==> src/rtl/sw_debounce_pkg.sv <==
// Shared types and helpers for the switch debouncer.
// The optional long-press detector is enabled with the LONG_PRESS_EN macro.
package sw_debounce_pkg;

  typedef enum logic [1:0] {S_LO, S_WAIT_HI, S_HI, S_WAIT_LO} deb_state_t;

  // Converts a duration in milliseconds to a terminal count (cycles - 1).
  function automatic int ms_to_cycles(input int freq_hz, input int ms);
    return freq_hz / 1000 * ms - 1;
  endfunction

endpackage

==> src/rtl/sw_debounce_chan.sv <==
// One debounce channel: synchronizer, four-state timed FSM and registered pulses.
// With LONG_PRESS_EN defined, a hold counter adds a single long-press pulse per press.
module sw_debounce_chan
  import sw_debounce_pkg::*;
#(
  parameter int CLK_FREQ_HZ = 50_000_000,
  parameter int DEBOUNCE_MS = 10,
  parameter int SYNC_STAGES = 2,
  parameter int LONG_MS     = 1000
) (
  input  logic CLK,
  input  logic RST,
  input  logic sw_raw,
  output logic sw_level,
  output logic sw_rise,
  output logic sw_fall
`ifdef LONG_PRESS_EN
  ,
  output logic sw_long
`endif
);

  localparam int CNT_MAX = ms_to_cycles(CLK_FREQ_HZ, DEBOUNCE_MS);
  localparam int CNT_W   = (CNT_MAX < 1) ? 1 : $clog2(CNT_MAX + 1);
  localparam int LCNT    = ms_to_cycles(CLK_FREQ_HZ, LONG_MS);
  localparam logic [CNT_W-1:0] CNT_MAX_C = CNT_W'(CNT_MAX);

  if (CNT_MAX < 1) begin : g_bad_cnt
    $error("sw_debounce_chan: debounce time must be at least two clock cycles");
  end
  if (SYNC_STAGES < 2) begin : g_bad_sync
    $error("sw_debounce_chan: SYNC_STAGES must be at least 2");
  end
  if (LCNT < 0) begin : g_bad_long
    $error("sw_debounce_chan: LONG_MS must be at least one clock cycle");
  end

  logic [SYNC_STAGES-1:0] sync_p0;
  logic                   sw_s;
  deb_state_t             state_q, state_d;
  logic [CNT_W-1:0]       cnt_q, cnt_d;
  logic                   level_q, level_d;
  logic                   rise_q, rise_d;
  logic                   fall_q, fall_d;

  assign sw_s = sync_p0[SYNC_STAGES-1];

  // Stage p0: synchronizer; stage p1: FSM, counter and output registers
  always_comb begin
    state_d = state_q;
    cnt_d   = cnt_q;
    level_d = level_q;
    rise_d  = 1'b0;
    fall_d  = 1'b0;
    unique case (state_q)
      S_LO: if (sw_s) begin
        state_d = S_WAIT_HI;
        cnt_d   = '0;
      end
      S_WAIT_HI: if (!sw_s) begin
        state_d = S_LO;
        cnt_d   = '0;
      end else if (cnt_q == CNT_MAX_C) begin
        state_d = S_HI;
        cnt_d   = '0;
        level_d = 1'b1;
        rise_d  = 1'b1;
      end else begin
        cnt_d = cnt_q + CNT_W'(1);
      end
      S_HI: if (!sw_s) begin
        state_d = S_WAIT_LO;
        cnt_d   = '0;
      end
      S_WAIT_LO: if (sw_s) begin
        state_d = S_HI;
        cnt_d   = '0;
      end else if (cnt_q == CNT_MAX_C) begin
        state_d = S_LO;
        cnt_d   = '0;
        level_d = 1'b0;
        fall_d  = 1'b1;
      end else begin
        cnt_d = cnt_q + CNT_W'(1);
      end
      default: begin
        state_d = S_LO;
        cnt_d   = '0;
      end
    endcase
  end

  always_ff @(posedge CLK) begin
    if (RST) begin
      sync_p0 <= '0;
      state_q <= S_LO;
      cnt_q   <= '0;
      level_q <= 1'b0;
      rise_q  <= 1'b0;
      fall_q  <= 1'b0;
    end else begin
      sync_p0 <= {sync_p0[SYNC_STAGES-2:0], sw_raw};
      state_q <= state_d;
      cnt_q   <= cnt_d;
      level_q <= level_d;
      rise_q  <= rise_d;
      fall_q  <= fall_d;
    end
  end

  assign sw_level = level_q;
  assign sw_rise  = rise_q;
  assign sw_fall  = fall_q;

`ifdef LONG_PRESS_EN
  localparam int LCNT_W = (LCNT < 1) ? 1 : $clog2(LCNT + 1);
  localparam logic [LCNT_W-1:0] LCNT_C = LCNT_W'(LCNT);

  logic [LCNT_W-1:0] hold_q, hold_d;
  logic              fired_q, fired_d;
  logic              long_q, long_d;

  // The counter freezes at its terminal value; fired_q limits it to one pulse per press.
  always_comb begin
    hold_d  = hold_q;
    fired_d = fired_q;
    long_d  = 1'b0;
    if (state_q == S_HI || state_q == S_WAIT_LO) begin
      if (hold_q != LCNT_C) begin
        hold_d = hold_q + LCNT_W'(1);
      end else if (!fired_q) begin
        long_d  = 1'b1;
        fired_d = 1'b1;
      end
    end else begin
      hold_d  = '0;
      fired_d = 1'b0;
    end
  end

  always_ff @(posedge CLK) begin
    if (RST) begin
      hold_q  <= '0;
      fired_q <= 1'b0;
      long_q  <= 1'b0;
    end else begin
      hold_q  <= hold_d;
      fired_q <= fired_d;
      long_q  <= long_d;
    end
  end

  assign sw_long = long_q;
`endif

endmodule

==> src/rtl/sw_debounce.sv <==
// N_CH independent switch debouncers producing clean levels and edge pulses.
// Define LONG_PRESS_EN to add the sw_long long-press pulse outputs.
module sw_debounce
  import sw_debounce_pkg::*;
#(
  parameter int CLK_FREQ_HZ = 50_000_000,
  parameter int DEBOUNCE_MS = 10,
  parameter int N_CH        = 2,
  parameter int SYNC_STAGES = 2,
  parameter int LONG_MS     = 1000
) (
  input  logic            CLK,
  input  logic            RST,
  input  logic [N_CH-1:0] sw_raw,
  output logic [N_CH-1:0] sw_level,
  output logic [N_CH-1:0] sw_rise,
  output logic [N_CH-1:0] sw_fall
`ifdef LONG_PRESS_EN
  ,
  output logic [N_CH-1:0] sw_long
`endif
);

  for (genvar i = 0; i < N_CH; i++) begin : g_ch
    sw_debounce_chan #(
      .CLK_FREQ_HZ(CLK_FREQ_HZ),
      .DEBOUNCE_MS(DEBOUNCE_MS),
      .SYNC_STAGES(SYNC_STAGES),
      .LONG_MS    (LONG_MS)
    ) u_chan (
      .CLK     (CLK),
      .RST     (RST),
      .sw_raw  (sw_raw[i]),
      .sw_level(sw_level[i]),
      .sw_rise (sw_rise[i]),
      .sw_fall (sw_fall[i])
`ifdef LONG_PRESS_EN
      ,
      .sw_long (sw_long[i])
`endif
    );
  end

endmodule
==> config.mk <==
export PLATFORM = sky130hd
export DESIGN_NAME = sw_debounce
export DESIGN_NICKNAME = d
export VERILOG_FILES = /design/src/rtl/sw_debounce_pkg.sv /design/src/rtl/sw_debounce_chan.sv /design/src/rtl/sw_debounce.sv
export SDC_FILE = /design/constraint.sdc
export NUM_CORES = 1
export LEC_CHECK = 0
export ABC_CLOCK_PERIOD_IN_PS = 2550
export CORE_MARGIN = 2
export CORE_UTILIZATION = 48
export DETAILED_ROUTE_END_ITERATION = 12
export PLACE_DENSITY = 0.67
export SETUP_SLACK_MARGIN = 0.2
export SYNTH_ARGS = -nofsm -noshare
export SYNTH_HDL_FRONTEND = slang
export SYNTH_HIERARCHICAL = 1
export SYNTH_SLANG_ARGS = --single-unit
==> constraint.sdc <==
create_clock -name CLK -period 2.55 [get_ports CLK]
set_clock_uncertainty 0.05 [all_clocks]
set_input_delay 0.51 -clock CLK [delete_from_list [all_inputs] [get_ports CLK]]
set_output_delay 0.51 -clock CLK [all_outputs]
set_load 0.005 [all_outputs]
-- Yosys cells after proc, flatten, opt, wreduce, memory -nomap -nowiden
Index checks and enable logic that the tools add are counted.
- input bits: 4
- logic and storage cells: 96
- output and inout bits: 6
- register bits: 52
- eq/ne operators: 24
- bitwise gates (word level): 6
- reductions and logical operators: 14
- $add $sub $neg: 2
- multiplexer cells: 38
- operators by type and width (kind ; count):
    $mux W19 ; 10
    $pmux W19 S4 ; 2
    $add A19 B1 Y19 const B ; 2
    $eq A19 B19 Y1 const B ; 2
    $mux W2 ; 12
    $ne A2 B1 Y1 const B ; 8
    $pmux W2 S4 ; 2
    $reduce_or A3 Y1 ; 4
    $mux W1 ; 10
    $reduce_and A5 Y1 ; 2
    $eq A2 B2 Y1 const B ; 4
    $ne A2 B2 Y1 const B ; 4
    $reduce_and A4 Y1 ; 2
    $ne A3 B1 Y1 const B ; 2
    $ne A3 B3 Y1 const B ; 2
    $not A1 Y1 ; 6
    $eq A2 B1 Y1 const B ; 2
    $logic_not A2 Y1 ; 2
    $pmux W1 S2 ; 2
    $reduce_and A2 Y1 ; 2
    $reduce_bool A2 Y1 ; 2

-- Depth between registers and ports, before layout
Gate-level depths: netlist of the first run.
- depth after elaboration: 4
- gate-level depth with buffers: 8
- depth with buffers taken out: 6

-- Modules after synthesis
The synthesis of the first run kept the hierarchy.
- modules (own cells, without submodules) (module ; area an instance (µm²) ; seq. area each (µm²) ; instances ; cells an instance):
    sw_debounce_chan at g_ch[1].u_chan ; 1312.5 ; 520.5 ; 1 ; 151
    sw_debounce_chan at g_ch[0].u_chan ; 1291.2 ; 520.5 ; 1 ; 149

-- Worst setup path before layout of the first run
Ideal clock, no wire load.
- kind: flip-flop to flip-flop
- start point: reg g_ch[1].u_chan.cnt_q[11]
- end point: reg g_ch[1].u_chan.cnt_q[7]
- path slack: 638 ps
- buffers on the path: 3
- clock period less this slack: 1912 ps
- library setup time: 117 ps
- stages on the path, launching flop included: 8
- data arrival time: 1746 ps
- data required time: 2383 ps
- path through: dfxtp_1 buf_6 or4_4 nor4_4 a211oi_1 buf_6 buf_6 a22o_1
- cells in the longest elaborated chain, start to end: 4
- elaborated cells between the ends (all ways): 5
- those cells by class: 1 x eq/ne; 4 x mux
- RTL lines (item ; line ; text):
    from (decl) ; sw_debounce_chan.sv:41 ; logic [CNT_W-1:0] cnt_q, cnt_d;
    from (signal assigned) ; sw_debounce_chan.sv:104 ; cnt_q <= cnt_d;
    $eq A19 B19 Y1 (*) ; sw_debounce_chan.sv:63, sw_debounce_chan.sv:78 ;
    $mux W19 (*) ; sw_debounce_chan.sv:63, sw_debounce_chan.sv:78 ;
    $mux W19, on equally long branches ; sw_debounce_chan.sv:75, sw_debounce_chan.sv:60 ;
    $pmux W19 S4 (*) ; sw_debounce_chan.sv:55 ; unique case (state_q)
Mark *: on every way between the ends. The rest lies on a longest branch, timed or not.
A chain may end at the register's enable or synchronous reset.

-- Worst setup path after layout of the first run
- start point: reg g_ch[1].u_chan.cnt_q[9]
- end point: reg g_ch[1].u_chan.cnt_q[1]
Same word-level chain as after synthesis.

==> results.json, run 1 <==
{
  "dp.cells": 374,
  "post-cts-setup-buffer-count": 0,
  "gp_congestion": 0.791,
  "detailed_place.area_um2": 2770,
  "areaGrowthSynthToFinish_pct": 10.8,
  "clock_period_minus_worst_slack_ps": 2080,
  "maxCapViolations": 0,
  "power.ir.vdd_worst_v": 0.000387,
  "first_pass_iteration_count_of_the_detailed_router": 5,
  "place_ws_ps": 102,
  "initial_utilization_pct": 50.3,
  "finalHoldViolCount": 0,
  "critical-path-slowest-cell": "sky130_fd_sc_hd__or4_4",
  "syn_area_um2": 2600,
  "finalPower_mw": 1.43,
  "avgViaCountPerCell": 5.74,
  "fraction_of_layout_instances_using_a_drive_strength_above_1_pct": 8.01,
  "slew_at_the_pin_closest_to_its_max_slew_limit_ps": 758,
  "die_width_um": 77.7,
  "antennaDiodeCount": 0,
  "core_region_area_um2": 5170,
  "place.detailed.hpwl_um": 3620,
  "clk_root_buffer_cell": "sky130_fd_sc_hd__clkbuf_8",
  "final_cell_count_no_fill": 382,
  "rsz_0062_raised_after_global_routing": "no",
  "syn_inst": 300,
  "netlist-cell-type-count": 52,
  "syn_avg_cell_area_um2": 8.68,
  "critical_path.startpoint_type": "register",
  "synth.most_common_cell": "sky130_fd_sc_hd__dfxtp_1",
  "final-setup-viol-count": 0,
  "synth_enable_flop_cells": 0,
  "floorplan.die_area_um2": 6030,
  "yosys_warnings": 6,
  "num_vias": 2193,
  "ys_seq_area_share_pct": 40.0,
  "synth_seq_cells": 52,
  "final.setup.tns_ps": 0,
  "path_delay_family": "simple AND/OR/NAND/NOR gates",
  "drc": 0,
  "syn_nets": 306,
  "clkLatencyLatePin_ps": 300,
  "boundaryPins": 10,
  "whs_ps": 403,
  "worst-path-buf-inv": 0,
  "fp-row-count": 26,
  "clock_tree.htree_level_count": 2,
  "power-per-cell-area_nw_per_um2": 495,
  "grt_pass1_vias": 1945,
  "slew-limit-headroom_pct": 49.3,
  "synthTopCellsByCount": "52 x sky130_fd_sc_hd__dfxtp_1, 25 x sky130_fd_sc_hd__nand2_1, 20 x sky130_fd_sc_hd__a21oi_1",
  "timing_worst_setup_path_type": "reg -> reg",
  "layout.cell_area.non_filler_um2": 2890,
  "finalCritPeriodShare_pct": 81.7,
  "final-seq-area_um2": 1040,
  "fmax_mhz": 480,
  "critical_path_peak_fanout": 7,
  "tritoncts_clock_tree": "yes",
  "grt.overflow.total": 0,
  "grt_max_degree": 31,
  "synthTopCellsByArea": "sky130_fd_sc_hd__dfxtp_1 40%, sky130_fd_sc_hd__a21oi_1 3.8%, sky130_fd_sc_hd__nand3_1 3.7%",
  "synth_ff_type": "sky130_fd_sc_hd__dfxtp_1",
  "drtAntennaViolNets": 0,
  "chipHeight_um": 77.7,
  "cellLeakagePower_nw": 1.01,
  "port_buffers": 9,
  "result_of_the_run": "complete, no violations",
  "crit_path_max_incr_delay_ps": 570,
  "multi_input_comb_area_um2": 1470,
  "synth_area_leader_cell": "sky130_fd_sc_hd__dfxtp_1",
  "number_of_antenna_violations_at_the_first_check_in_global_routing": 0,
  "final.fill_count": 473,
  "worstPathArrival_ps": 2220,
  "post-synth-top-area-fraction_pct": 40.0,
  "worst_hold_path_type": "reg -> reg",
  "post-route-util_pct": 55.8,
  "grt_use_total_pct": 18.3,
  "timing.critical_path.cells": "or4_4, nor4_4, a21oi_1, a22oi_1, nor2_1",
  "post-route-worst-setup-slack_ps": 467,
  "layout.nets": 317,
  "detailedRoute.firstIterationViolations": 187,
  "grt_first_pass_wirelength_um": 9010,
  "cp-end-kind": "register",
  "clock_path_buffers": 2,
  "drt-total-wl_um": 5150,
  "final-max-slew-violation-count": 0,
  "clk_pin_slew_worst_paths_ps": 90,
  "share_of_flip_flops_with_an_asynchronous_set_or_reset_after_synthesis_pct": 0,
  "numClockSinks": 52,
  "cts_inserted_buffers": 5,
  "critPathRequiredTime_ps": 2690,
  "avgRoutedWirePerCell_um": 13.5
}
worst reg2reg max path: stages (launching register included):
cell and delay, ps:
sky130_fd_sc_hd__dfxtp_1 390, sky130_fd_sc_hd__or4_4 570, sky130_fd_sc_hd__nor4_4 390, sky130_fd_sc_hd__a21oi_1 270
sky130_fd_sc_hd__a22oi_1 250, sky130_fd_sc_hd__nor2_1 60
registers in the layout (all words and copies together), names as in the netlist, named ones only:
name	flops
g_ch.u_chan/state_q	2
g_ch.u_chan/sync_p0	4
g_ch.u_chan/cnt_q	38
g_ch.u_chan/sw_rise	2
g_ch.u_chan/sw_fall	2
g_ch.u_chan/sw_level	2
metal layers:
metal / up-vias / part of all wire [%] / GRT usage, %
li1: 1127 / - / -
met1: 1020 / 51 / 26.6
met2: 39 / 42 / 26.8
met3: 7 / 4.7 / 3.26
met4: 0 / 1.7 / 6.79
met5: - / 0 / 0
cell families (layout without fill, tap and decap cells):
kind of cell | count (synthesis) | in the layout | share of synthesized area, %
DFF | 52 | 52 | 40.0
buffers and inverters | 20 | 32 | 4.08
muxes | 8 | 8 | 3.08
xor gates and xnor gates | 12 | 12 | 4.04
AOI/OAI and AO/OA | 68 | 68 | 16.4
adders and majority gates | 2 | 2 | 0.961
and+or+nand+nor | 138 | 138 | 31.5
repair_timing:
| item | CTS | global route |
|---|---|---|
| setup endpoints to repair | 0 | 11 |
| gates resized for setup | 0 | 1 |
| hold buffers | 0 | 0 |
worst paths after layout:
check,from,endpoint,slack (ps),depth (start not counted)
worst max-delay path,g_ch[1].u_chan/cnt_q[9],g_ch[1].u_chan/cnt_q[1],470,5
worst min-delay path,g_ch[0].u_chan/sync_p0[0],g_ch[0].u_chan/sync_p0[1],400,1
worst max register to register,g_ch[1].u_chan/cnt_q[9],g_ch[1].u_chan/cnt_q[1],470,5
worst min register to register,g_ch[0].u_chan/sync_p0[0],g_ch[0].u_chan/sync_p0[1],400,1
where the power goes:
part | switching, mW | internal (mW)
Combinational | 0.0325 | 0.0245
Clock | 0.257 | 0.291
Sequential | 0.00533 | 0.818
final cells by class:
cell class	instances	share of cell area [%]
Clock buffer	6	2.52
Tap cell	70	3.04
Sequential cell	52	36.1
Multi-Input combinational cell	228	50.9
Timing Repair Buffer	18	5.46
Clock inverter	2	1.21
Inverter	6	0.781
cells in the final DEF (no fill, tap or decap), types with 3 or more instances in the layout:
cell type	n
sky130_fd_sc_hd__nor2b_1	6
sky130_fd_sc_hd__nor2_1	19
sky130_fd_sc_hd__and3b_1	3
sky130_fd_sc_hd__dfxtp_1	52
sky130_fd_sc_hd__and3_1	5
sky130_fd_sc_hd__clkbuf_8	5
sky130_fd_sc_hd__or3_1	3
sky130_fd_sc_hd__nand3_1	19
sky130_fd_sc_hd__nand2b_1	5
sky130_fd_sc_hd__nand2_1	25
sky130_fd_sc_hd__buf_4	9
sky130_fd_sc_hd__nand4_1	15
sky130_fd_sc_hd__nor4_1	3
sky130_fd_sc_hd__mux2i_1	8
sky130_fd_sc_hd__a22o_1	9
sky130_fd_sc_hd__o21ai_0	11
sky130_fd_sc_hd__a21oi_1	20
sky130_fd_sc_hd__xor2_1	7
sky130_fd_sc_hd__a22oi_1	4
sky130_fd_sc_hd__a31oi_1	15
sky130_fd_sc_hd__clkdlybuf4s50_1	9
sky130_fd_sc_hd__nor3b_1	4
sky130_fd_sc_hd__nor3_1	11
sky130_fd_sc_hd__xnor2_1	5
sky130_fd_sc_hd__inv_1	6
Note: power is estimated with default switching activity, not from simulation.
==> run 2, diff against run 1 <==
--- a/config.mk
+++ b/config.mk
@@ -5,7 +5,7 @@
 export SDC_FILE = /design/constraint.sdc
 export NUM_CORES = 1
 export LEC_CHECK = 0
-export ABC_CLOCK_PERIOD_IN_PS = 2550
+export ABC_CLOCK_PERIOD_IN_PS = 2200
 export CORE_MARGIN = 2
 export CORE_UTILIZATION = 48
 export DETAILED_ROUTE_END_ITERATION = 12
==> constraint.sdc (replaced) <==
create_clock -name CLK -period 2.2 [get_ports CLK]
set_clock_uncertainty 0.05 [all_clocks]
set_input_delay 0.44 -clock CLK [delete_from_list [all_inputs] [get_ports CLK]]
set_output_delay 0.44 -clock CLK [all_outputs]
set_load 0.005 [all_outputs]
==> run 2 against run 1 <==
  * Count of clock-buffer cells in the layout unchanged
  * Final cell count grew 3.1%
  * Critical endpoint unchanged
  * Fmax rose by 7.6%
  * Die area unchanged
  * Power grew 12%
  * First-iteration DRC count shrank 16%
  * Via count rose by 3.5%
  * Clock power is 5.5% higher
  * Final area rose by 5.1%
  * Register-to-register slack lost 200 ps
  * Flip-flop and latch count unchanged
==> results.json, run 2 (same netlist as run 1, synthesis figures left out) <==
{
  "chipHeight_um": 77.7,
  "worstPathArrival_ps": 2080,
  "registers.top_by_ff_count": "g_ch.u_chan/cnt_q",
  "worst_hold_path_type": "reg -> reg",
  "grt_max_degree": 22,
  "first_pass_iteration_count_of_the_detailed_router": 4,
  "place_ws_ps": 188,
  "clk_pin_slew_worst_paths_ps": 90,
  "core_region_area_um2": 5170,
  "clock_period_minus_worst_slack_ps": 1940,
  "place.detailed.hpwl_um": 3860,
  "multi_input_comb_area_um2": 1500,
  "whs_ps": 402,
  "power-per-cell-area_nw_per_um2": 527,
  "result_of_the_run": "complete, no violations",
  "floorplan.die_area_um2": 6030,
  "post-route-worst-setup-slack_ps": 263,
  "drtAntennaViolNets": 0,
  "power.ir.vdd_worst_v": 0.000421,
  "antennaDiodeCount": 0,
  "mostFrequentLayoutCells": "49 x sky130_fd_sc_hd__dfxtp_1, 25 x sky130_fd_sc_hd__nand2_1, 20 x sky130_fd_sc_hd__a21oi_1",
  "slew_at_the_pin_closest_to_its_max_slew_limit_ps": 442,
  "clkLatencyLatePin_ps": 300,
  "areaGrowthSynthToFinish_pct": 16.4,
  "critPathRequiredTime_ps": 2350,
  "fraction_of_layout_instances_using_a_drive_strength_above_1_pct": 14.5,
  "critical_path_peak_fanout": 6,
  "largestRegisters": "g_ch.u_chan/cnt_q (38), g_ch.u_chan/sync_p0 (4)",
  "grt_use_total_pct": 19.1,
  "grt.overflow.total": 0,
  "initial_utilization_pct": 50.3,
  "maxCapViolations": 0,
  "detailedRoute.firstIterationViolations": 158,
  "cp-end-kind": "register",
  "largest_register_ffs": 38,
  "fmax_mhz": 516,
  "final.fill_count": 476,
  "tritoncts_clock_tree": "yes",
  "avgRoutedWirePerCell_um": 13.9,
  "clock_path_buffers": 2,
  "clk_root_buffer_cell": "sky130_fd_sc_hd__clkbuf_8",
  "num_vias": 2270,
  "critical_path.startpoint_type": "register",
  "grt_first_pass_wirelength_um": 9400,
  "number_of_antenna_violations_at_the_first_check_in_global_routing": 0,
  "cts_inserted_buffers": 5,
  "slew-limit-headroom_pct": 70.4,
  "final_common_cell": "sky130_fd_sc_hd__dfxtp_1",
  "layout.nets": 329,
  "final-max-slew-violation-count": 0,
  "port_buffers": 9,
  "avgViaCountPerCell": 5.76,
  "boundaryPins": 10,
  "rsz_0062_raised_after_global_routing": "yes",
  "drc": 0,
  "cts_hold_buffers": 0,
  "clock_tree.htree_level_count": 2,
  "finalCritPeriodShare_pct": 88.0,
  "die_width_um": 77.7,
  "cellLeakagePower_nw": 1.07,
  "grt_pass1_vias": 2077,
  "final.setup.tns_ps": 0,
  "drt-total-wl_um": 5480,
  "timing_worst_setup_path_type": "reg -> reg",
  "numClockSinks": 52,
  "fp-row-count": 26,
  "gp_congestion": 0.811,
  "final-setup-viol-count": 0,
  "final-seq-area_um2": 1050,
  "finalHoldViolCount": 0,
  "r2r_slack_ps": 260
}
## run 2: layer usage
layer | track usage [%] | up-vias | part of all wire, %
li1 | - | 1162 | -
met1 | 26.6 | 1085 | 51
met2 | 29.1 | 18 | 46
met3 | 3.84 | 5 | 2.1
met4 | 6.79 | 0 | 0.93
met5 | 0 | - | 0
## run 2: through the flow
| step | total power [mW] | std cells | area [µm²] | utilization, % |
|---|---|---|---|---|
| final | 1.60 | 394 | 3030 | 58.6 |
| after global routing | 1.67 | 394 | 3030 | 58.6 |
| after CTS | 1.62 | 393 | 2970 | 57.5 |
| after detailed placement | 1.05 | 385 | 2880 | 55.6 |
| after global placement | 1.04 | 385 | 2880 | 55.6 |
| after floorplan | 1.01 | 300 | 2600 | - |
## run 2: path summary, 6_finish.rpt
| check | start | to | cells past startpoint |
|---|---|---|---|
| setup reg to reg | g_ch[1].u_chan/cnt_q[6] | g_ch[1].u_chan/cnt_q[1] | 6 |
| hold / removal | g_ch[1].u_chan/sync_p0[0] | g_ch[1].u_chan/sync_p0[1] | 1 |
| hold reg to reg | g_ch[1].u_chan/sync_p0[0] | g_ch[1].u_chan/sync_p0[1] | 1 |
| setup / recovery | g_ch[1].u_chan/cnt_q[6] | g_ch[1].u_chan/cnt_q[1] | 6 |
## run 2: power breakdown
| part | total (mW) | leakage (nW) | switching, mW | internal [mW] |
|---|---|---|---|---|
| clock | 0.578 | 0.0516 | 0.320 | 0.258 |
| sequential | 0.952 | 0.422 | 0.00588 | 0.946 |
| combinational | 0.0689 | 0.600 | 0.0378 | 0.0311 |
## run 2: critical path: stages (launching register included)
cell and delay, ps:
sky130_fd_sc_hd__dfxtp_4 380, sky130_fd_sc_hd__or4bb_4 540, sky130_fd_sc_hd__nor4_4 320, sky130_fd_sc_hd__a21oi_1 140, sky130_fd_sc_hd__buf_4 180, sky130_fd_sc_hd__a22oi_1 170, sky130_fd_sc_hd__nor2_1 60
## run 2: area by class of cell
class                   instances  area share [%]
clock buffers                   6            2.72
well taps                      70            2.89
clock inverters                 2           0.454
inverters                       6           0.743
flip-flops and latches         52            34.6
repair buffers                 30            9.00
multi-input cells             228            49.6
## run 2: what timing repair did
item	CTS	global route
resized for setup	0	12
setup endpoints to repair	0	23
hold endpoints to repair	0	0
buffers inserted	0	1
==> run 3, diff against run 2 <==
--- a/config.mk
+++ b/config.mk
@@ -5,11 +5,12 @@
 export SDC_FILE = /design/constraint.sdc
 export NUM_CORES = 1
 export LEC_CHECK = 0
+export ABC_AREA = 1
 export ABC_CLOCK_PERIOD_IN_PS = 2200
 export CORE_MARGIN = 2
-export CORE_UTILIZATION = 48
+export CORE_UTILIZATION = 60
 export DETAILED_ROUTE_END_ITERATION = 12
-export PLACE_DENSITY = 0.67
+export PLACE_DENSITY = 0.8
 export SETUP_SLACK_MARGIN = 0.2
 export SYNTH_ARGS = -nofsm -noshare
 export SYNTH_HDL_FRONTEND = slang
==> run 3 against run 2 <==
  * Final area increased by 6.5%
  * Global-route usage rose by 7.9 points
  * First-iteration DRC count grew 72%
  * Final cell count increased by 41%
  * Die area shrank 8.3%
  * Sequential power about the same
  * Highest routed layer unchanged
  * Critical path type unchanged
==> results.json, run 3 <==
{
  "result_of_the_run": "complete, no violations",
  "fmax_mhz": 559,
  "clock_path_buffers": 2,
  "worst-path-buf-inv": 0,
  "layout.nets": 493,
  "fp-row-count": 25,
  "avgViaCountPerCell": 5.47,
  "clk_root_buffer_cell": "sky130_fd_sc_hd__clkbuf_8",
  "cp-end-kind": "register",
  "first_pass_iteration_count_of_the_detailed_router": 5,
  "cellLeakagePower_nw": 1.17,
  "syn_inst": 475,
  "tritoncts_clock_tree": "yes",
  "crit_path_max_incr_delay_ps": 430,
  "drc": 0,
  "finalHoldViolCount": 0,
  "slew-limit-headroom_pct": 69.3,
  "cts_hold_buffers": 0,
  "synthTopCellsByCount": "144 x sky130_fd_sc_hd__nand2_1, 61 x sky130_fd_sc_hd__inv_1, 56 x sky130_fd_sc_hd__nor2_1",
  "critical_path_peak_fanout": 5,
  "critical_path.startpoint_type": "register",
  "antennaDiodeCount": 0,
  "postCtsResizedCells": 0,
  "registers.top_by_ff_count": "g_ch.u_chan/cnt_q",
  "grt_max_degree": 23,
  "final.setup.tns_ps": 0,
  "chipHeight_um": 74.4,
  "path_delay_family": "simple AND/OR/NAND/NOR gates",
  "die_width_um": 74.4,
  "post-cts-setup-buffer-count": 0,
  "areaGrowthSynthToFinish_pct": 8.68,
  "power-per-cell-area_nw_per_um2": 514,
  "syn_nets": 481,
  "mostFrequentLayoutCells": "144 x sky130_fd_sc_hd__nand2_1, 61 x sky130_fd_sc_hd__inv_1, 56 x sky130_fd_sc_hd__nor2_1",
  "final-max-slew-violation-count": 0,
  "timing_worst_setup_path_type": "reg -> reg",
  "synth.most_common_cell": "sky130_fd_sc_hd__nand2_1",
  "gp_congestion": 0.939,
  "grt_first_pass_wirelength_um": 11800,
  "post-synth-top-area-fraction_pct": 35.0,
  "synthTopCellsByArea": "sky130_fd_sc_hd__dfxtp_1 35%, sky130_fd_sc_hd__nand2_1 18%, sky130_fd_sc_hd__inv_1 7.7%",
  "drtAntennaViolNets": 0,
  "rsz_0062_raised_after_global_routing": "no",
  "syn_area_um2": 2970,
  "share_of_flip_flops_with_an_asynchronous_set_or_reset_after_synthesis_pct": 0,
  "grt_pass1_vias": 2691,
  "cts_inserted_buffers": 5,
  "synth_ff_type": "sky130_fd_sc_hd__dfxtp_1",
  "num_vias": 3038,
  "worstPathArrival_ps": 1940,
  "boundaryPins": 10,
  "ys_seq_area_share_pct": 35.0,
  "floorplan.die_area_um2": 5530,
  "final-setup-viol-count": 0,
  "timing.critical_path.cells": "ha_1, nand2_2, nor2_1, nand2_1, nor2_1, nand2_1, o21ai_0, a21oi_1",
  "core_region_area_um2": 4750,
  "syn_avg_cell_area_um2": 6.25,
  "slew_at_the_pin_closest_to_its_max_slew_limit_ps": 460,
  "clock_period_minus_worst_slack_ps": 1790,
  "largestRegisters": "g_ch.u_chan/cnt_q (38), g_ch.u_chan/sync_p0 (4)",
  "grt.overflow.total": 0,
  "port_buffers": 9,
  "drt-total-wl_um": 6850,
  "final_common_cell": "sky130_fd_sc_hd__nand2_1",
  "clock_tree.htree_level_count": 2,
  "synth_area_leader_cell": "sky130_fd_sc_hd__dfxtp_1",
  "synth_seq_cells": 52,
  "clk_pin_slew_worst_paths_ps": 100,
  "initial_utilization_pct": 62.5,
  "synth_enable_flop_cells": 0,
  "detailedRoute.firstIterationViolations": 271,
  "number_of_antenna_violations_at_the_first_check_in_global_routing": 0,
  "numClockSinks": 52,
  "largest_register_ffs": 38,
  "grt_use_total_pct": 27.0,
  "fraction_of_layout_instances_using_a_drive_strength_above_1_pct": 7.58,
  "finalCritPeriodShare_pct": 81.4,
  "critPathRequiredTime_ps": 2350,
  "power.ir.vdd_worst_v": 0.000303,
  "worst_hold_path_type": "reg -> reg",
  "clkLatencyLatePin_ps": 300,
  "maxCapViolations": 0,
  "whs_ps": 364,
  "place.detailed.hpwl_um": 5040,
  "avgRoutedWirePerCell_um": 12.3,
  "critical-path-slowest-cell": "sky130_fd_sc_hd__dfxtp_1",
  "yosys_warnings": 6,
  "netlist-cell-type-count": 29
}
## run 3: layout make-up
class	count	area [µm²]
multi-input combinational	348	1620
fill	458	1530
sequential	52	1040
inverter	65	244
timing repair buffer	15	135
tap	67	83.8
clock buffer	6	72.6
clock inverter	2	35.0
## run 3: worst paths after layout
| check | start | end | slack (ps) | cells after the start |
|---|---|---|---|---|
| setup / recovery | g_ch[1].u_chan/cnt_q[0] | g_ch[1].u_chan/cnt_q[16] | 410 | 8 |
| hold / removal | g_ch[0].u_chan/sync_p0[0] | g_ch[0].u_chan/sync_p0[1] | 360 | 2 |
| setup reg to reg | g_ch[1].u_chan/cnt_q[0] | g_ch[1].u_chan/cnt_q[16] | 410 | 8 |
| hold reg to reg | g_ch[0].u_chan/sync_p0[0] | g_ch[0].u_chan/sync_p0[1] | 360 | 2 |
## run 3: cells by family (layout without fill, tap and decap cells)
kind of cell,after synthesis,in the layout,share of synthesized area (%)
compound gates,63,63,11.2
buf+inv,75,88,10.5
flops,52,52,35.0
simple gates,282,282,42.1
fa+ha+maj,2,2,0.842
xor+xnor,1,1,0.295
## run 3: power by group
group	internal, mW	switching [mW]
logic	0.0174	0.0405
clock network	0.338	0.313
registers	0.945	0.00388
## run 3: per-layer routing
metal,GRT usage (%),part of all wire [%],vias up
met5,0,0,-
met4,7.94,0.98,0
met3,3.25,6.9,7
met2,40.9,43,115
met1,40.3,49,1375
li1,-,-,1541
## run 3: tightest hold or removal path, delay by kind of cell, from the launching register on
family                 cells  cell delay (ps)
DFF                        1              310
buffers and inverters      1               40
and+or+nand+nor            1               30
## run 3: through the flow
stage               instances  worst slack, ps  power, mW  util, %  cell area (µm²)
CTS                       555              448       1.67     67.9             3230
finish                    555              410       1.66     67.9             3230
floorplan                 475              700       1.01        -             2970
detailed placement        547              340       1.03     65.6             3120
global route              555              212       1.70     67.9             3230
global placement          547              385       1.03     65.6             3120
